===== src/rtl/issue_pkg.sv =====
// Shared types and constants for the instruction issue stage.
package issue_pkg;

  localparam int INSTR_W = 16;
  localparam int FIELD_W = 4;

  // Bit positions of the instruction fields inside the switch word
  localparam int OPCODE_MSB = 15;
  localparam int OPCODE_LSB = 12;
  localparam int OPC_MSB    = 11;
  localparam int OPC_LSB    = 8;
  localparam int OPB_MSB    = 7;
  localparam int OPB_LSB    = 4;
  localparam int OPA_MSB    = 3;
  localparam int OPA_LSB    = 0;

  typedef enum logic [1:0] {
    IDLE     = 2'd0,
    WAIT_RDY = 2'd1,
    ISSUE    = 2'd2,
    WAIT_WEN = 2'd3
  } issue_state_e;

  // Width that holds the larger of two cycle counts (inclusive)
  function automatic int cnt_width(input int a, input int b);
    return $clog2(((a > b) ? a : b) + 1);
  endfunction

endpackage


===== src/rtl/key_debounce.sv =====
// Pushbutton front end: 2-FF synchroniser, stability counter and a
// single-cycle pulse on each accepted press (debounced 1->0 transition).
module key_debounce #(
  parameter int DEBOUNCE_CYCLES = 50000,
  parameter int CNT_W           = $clog2(DEBOUNCE_CYCLES + 1)
) (
  input  logic CLK,
  input  logic RST,
  input  logic KEY_N,
  output logic PRESS
);

  localparam logic [CNT_W-1:0] CNT_MAX   = {CNT_W{1'b1}};
  localparam logic [CNT_W-1:0] CNT_LIMIT = CNT_W'(DEBOUNCE_CYCLES - 1);

  logic             sync1_q, sync2_q;
  logic             db_q, db_d;
  logic [CNT_W-1:0] cnt_q, cnt_d;
  logic             press_q, press_d;

  // Debounce decision: count consecutive disagreeing cycles, accept on limit
  always_comb begin
    db_d    = db_q;
    cnt_d   = cnt_q;
    press_d = 1'b0;
    if (sync2_q != db_q) begin
      if (cnt_q >= CNT_LIMIT) begin
        db_d    = sync2_q;
        cnt_d   = '0;
        // Only the falling (pressed) transition is an event
        press_d = ~sync2_q;
      end else if (cnt_q != CNT_MAX) begin
        cnt_d = cnt_q + CNT_W'(1);
      end else begin
        cnt_d = cnt_q;
      end
    end else begin
      // Any cycle agreeing with the accepted level restarts the count
      cnt_d = '0;
    end
  end

  // Synchroniser, debounced level, counter and pulse registers
  always_ff @(posedge CLK) begin
    if (RST) begin
      sync1_q <= 1'b1;
      sync2_q <= 1'b1;
      db_q    <= 1'b1;
      cnt_q   <= '0;
      press_q <= 1'b0;
    end else begin
      sync1_q <= KEY_N;
      sync2_q <= sync1_q;
      db_q    <= db_d;
      cnt_q   <= cnt_d;
      press_q <= press_d;
    end
  end

  assign PRESS = press_q;

endmodule


===== src/rtl/instr_issue.sv =====
// Issue stage: latches a switch-encoded instruction on a debounced key
// press, handshakes with the control FSM and captures the ALU result.
module instr_issue
  import issue_pkg::*;
#(
  parameter int DEBOUNCE_CYCLES = 50000,
  parameter int TIMEOUT_CYCLES  = 1024
) (
  input  logic               CLK,
  input  logic               RST,
  input  logic               KEY_N,
  input  logic [INSTR_W-1:0] SW,
  input  logic               READY,
  input  logic               WEN,
  input  logic [INSTR_W-1:0] RES,
  output logic               START,
  output logic [FIELD_W-1:0] OPCODE,
  output logic [FIELD_W-1:0] OPC,
  output logic [FIELD_W-1:0] OPB,
  output logic [FIELD_W-1:0] OPA,
  output logic [INSTR_W-1:0] RESULT,
  output logic               RESULT_VALID,
  output logic               BUSY,
  output logic               TIMEOUT_ERR
);

  localparam int               CNT_W      = cnt_width(DEBOUNCE_CYCLES, TIMEOUT_CYCLES);
  localparam logic [CNT_W-1:0] CNT_MAX    = {CNT_W{1'b1}};
  localparam logic [CNT_W-1:0] TO_LIMIT   = CNT_W'(TIMEOUT_CYCLES - 1);

  logic press_s;

  issue_state_e       state_q, state_d;
  logic               start_q, start_d;
  logic               busy_q, busy_d;
  logic [FIELD_W-1:0] opcode_q, opcode_d;
  logic [FIELD_W-1:0] opc_q, opc_d;
  logic [FIELD_W-1:0] opb_q, opb_d;
  logic [FIELD_W-1:0] opa_q, opa_d;
  logic [INSTR_W-1:0] result_q, result_d;
  logic               rvalid_q, rvalid_d;
  logic               terr_q, terr_d;
  logic [CNT_W-1:0]   to_cnt_q, to_cnt_d;
  logic               wen_q, wen_d;

  logic               wen_rise_s;
  logic [CNT_W-1:0]   to_inc_s;
  logic               to_hit_s;

  key_debounce #(
    .DEBOUNCE_CYCLES (DEBOUNCE_CYCLES),
    .CNT_W           (CNT_W)
  ) u_db (
    .CLK   (CLK),
    .RST   (RST),
    .KEY_N (KEY_N),
    .PRESS (press_s)
  );

  // Edge detect on WEN and saturating timeout increment
  always_comb begin
    wen_rise_s = WEN & ~wen_q;
    if (to_cnt_q != CNT_MAX) begin
      to_inc_s = to_cnt_q + CNT_W'(1);
    end else begin
      to_inc_s = to_cnt_q;
    end
    to_hit_s = (to_inc_s == TO_LIMIT);
  end

  // Next-state and output logic for the issue handshake
  always_comb begin
    state_d  = state_q;
    opcode_d = opcode_q;
    opc_d    = opc_q;
    opb_d    = opb_q;
    opa_d    = opa_q;
    result_d = result_q;
    rvalid_d = 1'b0;
    terr_d   = terr_q;
    to_cnt_d = to_cnt_q;
    wen_d    = WEN;

    case (state_q)
      IDLE: begin
        if (press_s) begin
          opcode_d = SW[OPCODE_MSB:OPCODE_LSB];
          opc_d    = SW[OPC_MSB:OPC_LSB];
          opb_d    = SW[OPB_MSB:OPB_LSB];
          opa_d    = SW[OPA_MSB:OPA_LSB];
          terr_d   = 1'b0;
          to_cnt_d = '0;
          state_d  = WAIT_RDY;
        end else begin
          state_d  = IDLE;
        end
      end
      WAIT_RDY: begin
        to_cnt_d = to_inc_s;
        if (to_hit_s) begin
          terr_d  = 1'b1;
          state_d = IDLE;
        end else if (READY) begin
          state_d = ISSUE;
        end else begin
          state_d = WAIT_RDY;
        end
      end
      ISSUE: begin
        to_cnt_d = to_inc_s;
        if (to_hit_s) begin
          terr_d  = 1'b1;
          state_d = IDLE;
        end else if (!READY) begin
          state_d = WAIT_WEN;
        end else begin
          state_d = ISSUE;
        end
      end
      WAIT_WEN: begin
        to_cnt_d = to_inc_s;
        // A capture in the same cycle as the timeout takes priority
        if (wen_rise_s) begin
          result_d = RES;
          rvalid_d = 1'b1;
          state_d  = IDLE;
        end else if (to_hit_s) begin
          terr_d  = 1'b1;
          state_d = IDLE;
        end else begin
          state_d = WAIT_WEN;
        end
      end
      default: begin
        state_d = IDLE;
      end
    endcase

    // START and BUSY are registered copies of the upcoming state
    start_d = (state_d == ISSUE);
    busy_d  = (state_d != IDLE);
  end

  // State and output registers
  always_ff @(posedge CLK) begin
    if (RST) begin
      state_q  <= IDLE;
      start_q  <= 1'b0;
      busy_q   <= 1'b0;
      opcode_q <= '0;
      opc_q    <= '0;
      opb_q    <= '0;
      opa_q    <= '0;
      result_q <= '0;
      rvalid_q <= 1'b0;
      terr_q   <= 1'b0;
      to_cnt_q <= '0;
      wen_q    <= 1'b0;
    end else begin
      state_q  <= state_d;
      start_q  <= start_d;
      busy_q   <= busy_d;
      opcode_q <= opcode_d;
      opc_q    <= opc_d;
      opb_q    <= opb_d;
      opa_q    <= opa_d;
      result_q <= result_d;
      rvalid_q <= rvalid_d;
      terr_q   <= terr_d;
      to_cnt_q <= to_cnt_d;
      wen_q    <= wen_d;
    end
  end

  assign START        = start_q;
  assign BUSY         = busy_q;
  assign OPCODE       = opcode_q;
  assign OPC          = opc_q;
  assign OPB          = opb_q;
  assign OPA          = opa_q;
  assign RESULT       = result_q;
  assign RESULT_VALID = rvalid_q;
  assign TIMEOUT_ERR  = terr_q;

endmodule


===== config.mk =====
export PLATFORM = sky130hd
export DESIGN_NAME = instr_issue
export DESIGN_NICKNAME = d
export VERILOG_FILES = /design/src/rtl/issue_pkg.sv /design/src/rtl/key_debounce.sv /design/src/rtl/instr_issue.sv
export SDC_FILE = /design/constraint.sdc
export NUM_CORES = 1
export LEC_CHECK = 0
export BUFFER_PORTS_ARGS = -buffer_cell sky130_fd_sc_hd__buf_2
export CAP_MARGIN = 20
export CORE_MARGIN = 1.5
export CORE_UTILIZATION = 45
export CTS_BUF_LIST = sky130_fd_sc_hd__clkbuf_8
export CTS_CLUSTER_DIAMETER = 100
export DETAILED_ROUTE_END_ITERATION = 10
export GPL_ROUTABILITY_DRIVEN = 0
export HOLD_SLACK_MARGIN = 0.05
export PLACE_DENSITY = 0.79
export SLEW_MARGIN = 20
export SYNTH_ARGS = -nofsm -noshare
export SYNTH_HDL_FRONTEND = slang
export SYNTH_HIERARCHICAL = 1
export SYNTH_SLANG_ARGS = --single-unit

===== constraint.sdc =====
create_clock -name CLK -period 3 [get_ports CLK]
set_input_delay 0.45 -clock CLK [delete_from_list [all_inputs] [get_ports CLK]]
set_output_delay 0.45 -clock CLK [all_outputs]
set_load 0.02 [all_outputs]

Word-level counts from Yosys, hierarchy flattened
Index checks and enable logic that the tools add are counted.

Input port bits: 37. ROM bits: 0. Logic and storage cells: 63. Flip-flop bits (word level): 75. Memory bits (writable): 0. Bits in latches: 0. Memories: 0.

Eq/ne operators: 10. Multiplexer cells: 16. Bitwise gates (word level): 6. Div/mod/pow operators: 0. Reductions and logical operators: 11. $mul: 0. Order comparisons: 1. Shift operators: 0. $add $sub $neg: 2.

Operator list (count): adder 16 x 1 -> 16 bit, second input constant (2); 2-to-1 mux 16 bit (2); inequality test 16 bit, second input constant (2); one-hot mux 16 bit (2 select lines) (1); == test 16 x 10 -> 1 bit, second input constant (1); greater-or-equal comparator 16 bit, second input constant (1); 2-to-1 mux 2 bit (5); OR reduction 3 bit (3); one-hot mux 2 bit (4 select lines) (1); AND reduction 2 bit (4); == test 2 bit, second input constant (3); 2-to-1 mux 1 bit (6); NOT 1 bit (5); OR reduction 2 bit (2); one-hot mux 1 bit (3 select lines) (1); == test 2 x 1 -> 1 bit, second input constant (1); zero test 2 bit (1); inequality test 2 x 1 -> 1 bit, second input constant (1); inequality test 2 bit, second input constant (1); nonzero test 2 bit (1); bitwise AND 1 bit (1); inequality test 1 bit (1).

Depth between registers and ports, before layout
Word-level depth: 7. Depth in mapped cells: 8. Gate-level depth less buffers: 7.

Hierarchy
The synthesis kept the hierarchy.

By module, submodules not included: instr_issue (instances 1, cells an instance 319, area each 2488.6 um^2, sequential area each 1101.1 um^2); key_debounce (instances 1, cells an instance 112, area each 962.2 um^2, sequential area each 400.4 um^2).

Least setup slack after synthesis
Ideal clock, no wire load.

Path type: register to register. Start point: register to_cnt_q[0]. End point: register busy_q, in the netlist BUSY. Cell stages (with the launch flop): 9. Setup time: 0.136 ns. Clock period less this slack: 2.442 ns. Setup slack: 0.558 ns. Arrival time: 2.306 ns. Required time: 2.864 ns. Cells stage by stage: dfxtp_1 ha_1 nand4_4 or4_4 buf_6 a31o_1 a22o_1 nor4_4 o22ai_1.

Longest elaborated chain between the ends: 7. Elaborated cells on any way between the ends: 10. Classes of those cells: add/sub (1); eq/ne (2); mux (6); reduce/logical (1).

Ends and longest elaborated chain: start: declaration (line instr_issue.sv:43) `logic [CNT_W-1:0] to_cnt_q, to_cnt_d;`; start signal: assignment (line instr_issue.sv:170) `to_cnt_q <= to_cnt_d;`; adder 16 x 1 -> 16 bit / inequality test 16 bit (equally long branches) (line instr_issue.sv:64, instr_issue.sv:63); 2-to-1 mux 16 bit * (line instr_issue.sv:63) `if (to_cnt_q != CNT_MAX) begin`; == test 16 x 10 -> 1 bit * (line instr_issue.sv:68) `to_hit_s = (to_inc_s == TO_LIMIT);`; 2-to-1 mux 2 bit (line instr_issue.sv:127) `end else if (to_hit_s) begin`; 2-to-1 mux 2 bit (line instr_issue.sv:123) `if (wen_rise_s) begin`; one-hot mux 2 bit (4 select lines) * (line instr_issue.sv:84) `case (state_q)`; nonzero test 2 bit * (line instr_issue.sv:141) `busy_d = (state_d != IDLE);`; end signal: assignment (line instr_issue.sv:162) `busy_q <= busy_d;`; end: declaration (line instr_issue.sv:35) `logic busy_q, busy_d;`.

Mark *: on every way between the ends. The rest lies on a longest branch, timed or not. A chain may end at the register's enable or synchronous reset.

Worst setup path after layout
Start point: register to_cnt_q[5]. End point: register terr_q, in the netlist TIMEOUT_ERR.

Longest elaborated chain between the ends: 6. Elaborated cells on any way between the ends: 7. Classes of those cells: add/sub (1); eq/ne (2); mux (4).

Ends and longest elaborated chain: adder 16 x 1 -> 16 bit / inequality test 16 bit (equally long branches) (line instr_issue.sv:64, instr_issue.sv:63); 2-to-1 mux 16 bit * (line instr_issue.sv:63); == test 16 x 10 -> 1 bit * (line instr_issue.sv:68); 2-to-1 mux 1 bit *; 2-to-1 mux 1 bit; one-hot mux 1 bit (3 select lines) *; end signal: assignment (line instr_issue.sv:169) `terr_q <= terr_d;`; end: declaration (line instr_issue.sv:42) `logic terr_q, terr_d;`.

Mark *: on every way between the ends. The rest lies on a longest branch, timed or not. The select of a mux whose other input is x is not followed.

==> impl_metrics.yaml <==
synthesis:
  synth.distinct_cells: 56
  ys_ff_latch: 75
  seq_area_frac_synth: 0.435
  synth.area.top_cells: "dfxtp_1 44%, nand2_1 9.9%, a21oi_1 7.3%, nor2_1 3.8%, clkbuf_1 2.1%"
  yosys_warnings: 6
  syn_nets: 470
  synth_ff_type: "dfxtp_1"
  synth_cells: 431
  avgSynthCellArea_sq_um: 8.01
  synth_edf_count: 0
  synth_area_leader_cell: "dfxtp_1"
  netlist_area_sq_mm: 0.00345
  synth_top_area_frac: 0.435
  synthArstFlopShare: 0
drt:
  drtIter0Drc: 193
  dr_wl_met2_mm: 3.81
  finalWirelength_mm: 7.85
  dr_wl_met3_microns: 293
  routed.top_layer: "met4"
  vias: 3273
  drc_errors: 0
  wl_met1_mm: 3.61
  routed_via_density: 5.48
  wl_per_cell_microns: 13.1
  ant_nets: 0
  drt-pass1-iter-count: 4
cells_and_area:
  syn_to_final_growth_pct: 18.8
  drive_gt1_frac: 0.223
  final_common_cell: "nand2_1"
  antenna_cells: 0
  layout_common_cells: "91 x nand2_1, 75 x dfxtp_1, 72 x buf_2"
  instances_no_fill: 597
  nNetsFinal: 533
floorplan:
  start_util: 0.471
  dieHeight_microns: 90.6
  die_area_sq_mm: 0.00820
  design.core.area_sq_mm: 0.00733
  top_level_ports: 73
  fp.dieW_microns: 90.6
  rows: 31
power:
  seqPwrFrac: 0.504
  pwr-share-clk: 0.473
  power_frac_comb: 0.023
  power_mw: 1.98
  ir_drop_v: 0.000258
  switchingPower_mw: 0.410
  p_leak_nw: 1.51
  swShare: 0.207
  p_int_mw: 1.57
  p_per_area_mw_per_mm2: 483
worst_setup_path:
  startpoint_type: "register"
  critical_path.endpoint_type: "register"
  max_stage_delay_ns: 0.53
  cp_slowest_cell: "or4_1"
  worst_r2r_path_depth: 6
  worst_r2r_endpoint: "TIMEOUT_ERR"
  path_class: "reg2reg"
  r2r-start: "to_cnt_q[5]"
  critPathTopFamily: "simple AND/OR/NAND/NOR gates"
  worst-endpoint-required_ns: 3.30
  critical_path.max_fanout: 11
  crit_arrival_ns: 2.94
  crit_cells: 6
  startpoint: "to_cnt_q[5]"
  cp_cell_sequence: "nand4_1, or4_1, nor4_1, o21ai_0, nor4_4, a32o_1"
  endpoint: "TIMEOUT_ERR"
  r2r_setup_slack_ns: 0.36
  path_buf_inv: 0
grt:
  antenna_found_initial: 0
  grt_overflow: 0
  grt_pass1_vias: 2996
  grt_first_pass_wirelength_mm: 13.3
  track_usage: 0.197
  grt_max_degree: 30
hold_path:
  holdPathStages: 2
  hold_path.class: "in2reg"
clock_tree:
  numCtsBuffers: 9
  cts_sinks: 75
  ctsHoldBuffers: 0
  post-cts-setup-buffers: 0
  path_clk_slew_ns: 0.08
  tritoncts: "done"
  cts_resized: 0
  htreeDepth: 3
  cts_root_buffer: "clkbuf_8"
  clk_latency_ns: 0.36
  cts_max_path_buffers: 2
timing:
  timing.final.hold_violations: 0
  rsz0062_at_grt: "no"
  maxSlewHeadroom: 0.530
  worst_pin_slew_ns: 0.698
  finalCritPeriodShare: 0.881
  final-max-slew-violation-count: 0
  finClkSkew_ns: 0.00825
  setup_viol: 0
  period_minus_slack_ns: 2.64
  fmax_mhz: 379
  timing.setup.tns_ns: 0
place:
  portBuffers: 72
  hpwl_mm: 5.65
  place_inst: 582
run_status:
  status: "finished clean"
run:
  maxCapViolCount: 0
kinds of logic (layout without fill, tap and decap cells):
kind of cell / after synthesis / after routing / synth area share
AO/OA/AOI/OAI: 105 / 105 / 0.193
XOR/XNOR: 3 / 3 / 0.00762
adder cells (fa/ha/maj): 3 / 3 / 0.0102
buffers and inverters: 30 / 97 / 0.0384
flip-flops: 75 / 75 / 0.435
multiplexers: 3 / 3 / 0.00870
AND/OR/NAND/NOR: 212 / 212 / 0.307
worst min path at each step:
| stage | start | to | slack, ns |
|---|---|---|---|
| 2_1_floorplan | u_db/sync1_q | u_db/sync2_q | 0.39 |
| 6_report | KEY_N | u_db/sync1_q | 0.28 |
| 5_1_grt | KEY_N | u_db/sync1_q | 0.27 |
| 3_5_place_dp | u_db/sync1_q | u_db/sync2_q | 0.39 |
| 3_3_place_gp | u_db/sync1_q | u_db/sync2_q | 0.39 |
| 4_1_cts | KEY_N | u_db/sync1_q | 0.27 |
through the flow:
stage,cell area [sq um],utilization,worst slack (ns),hold WS (ns)
floorplan,3450,-,0.558,0.389
finish,4100,0.559,0.358,0.276
detailed placement,3860,0.527,0.383,0.395
global placement,3860,0.527,0.466,0.395
global route,4100,0.559,0.143,0.268
CTS,4100,0.559,0.364,0.270
synth_stat cells (all sizes together), types with 6 or more instances:
library cell / instances
nand2: 91
nor3: 11
and3: 8
clkbuf: 20
or2: 6
or3: 6
nand3: 14
a21oi: 50
dfxtp: 75
a311oi: 8
a31oi: 8
buf: 6
nor4: 10
or4: 8
nand4: 6
nor2: 35
o21ai: 10
power by group through the flow:
stage / clock, mW / sequential [mW] / combinational, mW
after detailed placement: 0 / 1.02 / 0.0455
final: 0.937 / 0.998 / 0.0456
after CTS: 0.947 / 0.998 / 0.0457
after global routing: 0.993 / 0.998 / 0.0504
after floorplan: 0 / 1.02 / 0.0176
after global placement: 0 / 1.02 / 0.0448
layout make-up:
cell class                      instances  area, sq um
Tap cell                               99          124
Sequential cell                        75         1500
Multi-Input combinational cell        326         1820
Clock buffer                            9          124
Inverter                                4         15.0
Fill cell                             689         3230
Timing Repair Buffer                   78          405
Clock inverter                          6          113
flip-flops by register name, summed over array words and instances, names as in the netlist:
| name | flops |
|---|---|
| to_cnt_q | 16 |
| u_db/sync2_q | 1 |
| u_db/sync1_q | 1 |
| u_db/db_q | 1 |
| BUSY | 1 |
| OPA | 4 |
| OPB | 4 |
| wen_q | 1 |
| OPC | 4 |
| RESULT | 16 |
| OPCODE | 4 |
| u_db/PRESS | 1 |
| u_db/cnt_q | 16 |
| START | 1 |
| TIMEOUT_ERR | 1 |
| state_q | 2 |
| RESULT_VALID | 1 |
routing by layer:
metal	GRT usage	up-vias
met3	0.0328	11
met1	0.235	1516
met5	0	-
met4	0.0833	0
met2	0.346	76
li1	-	1670
Power figures use the tool's default switching activity.
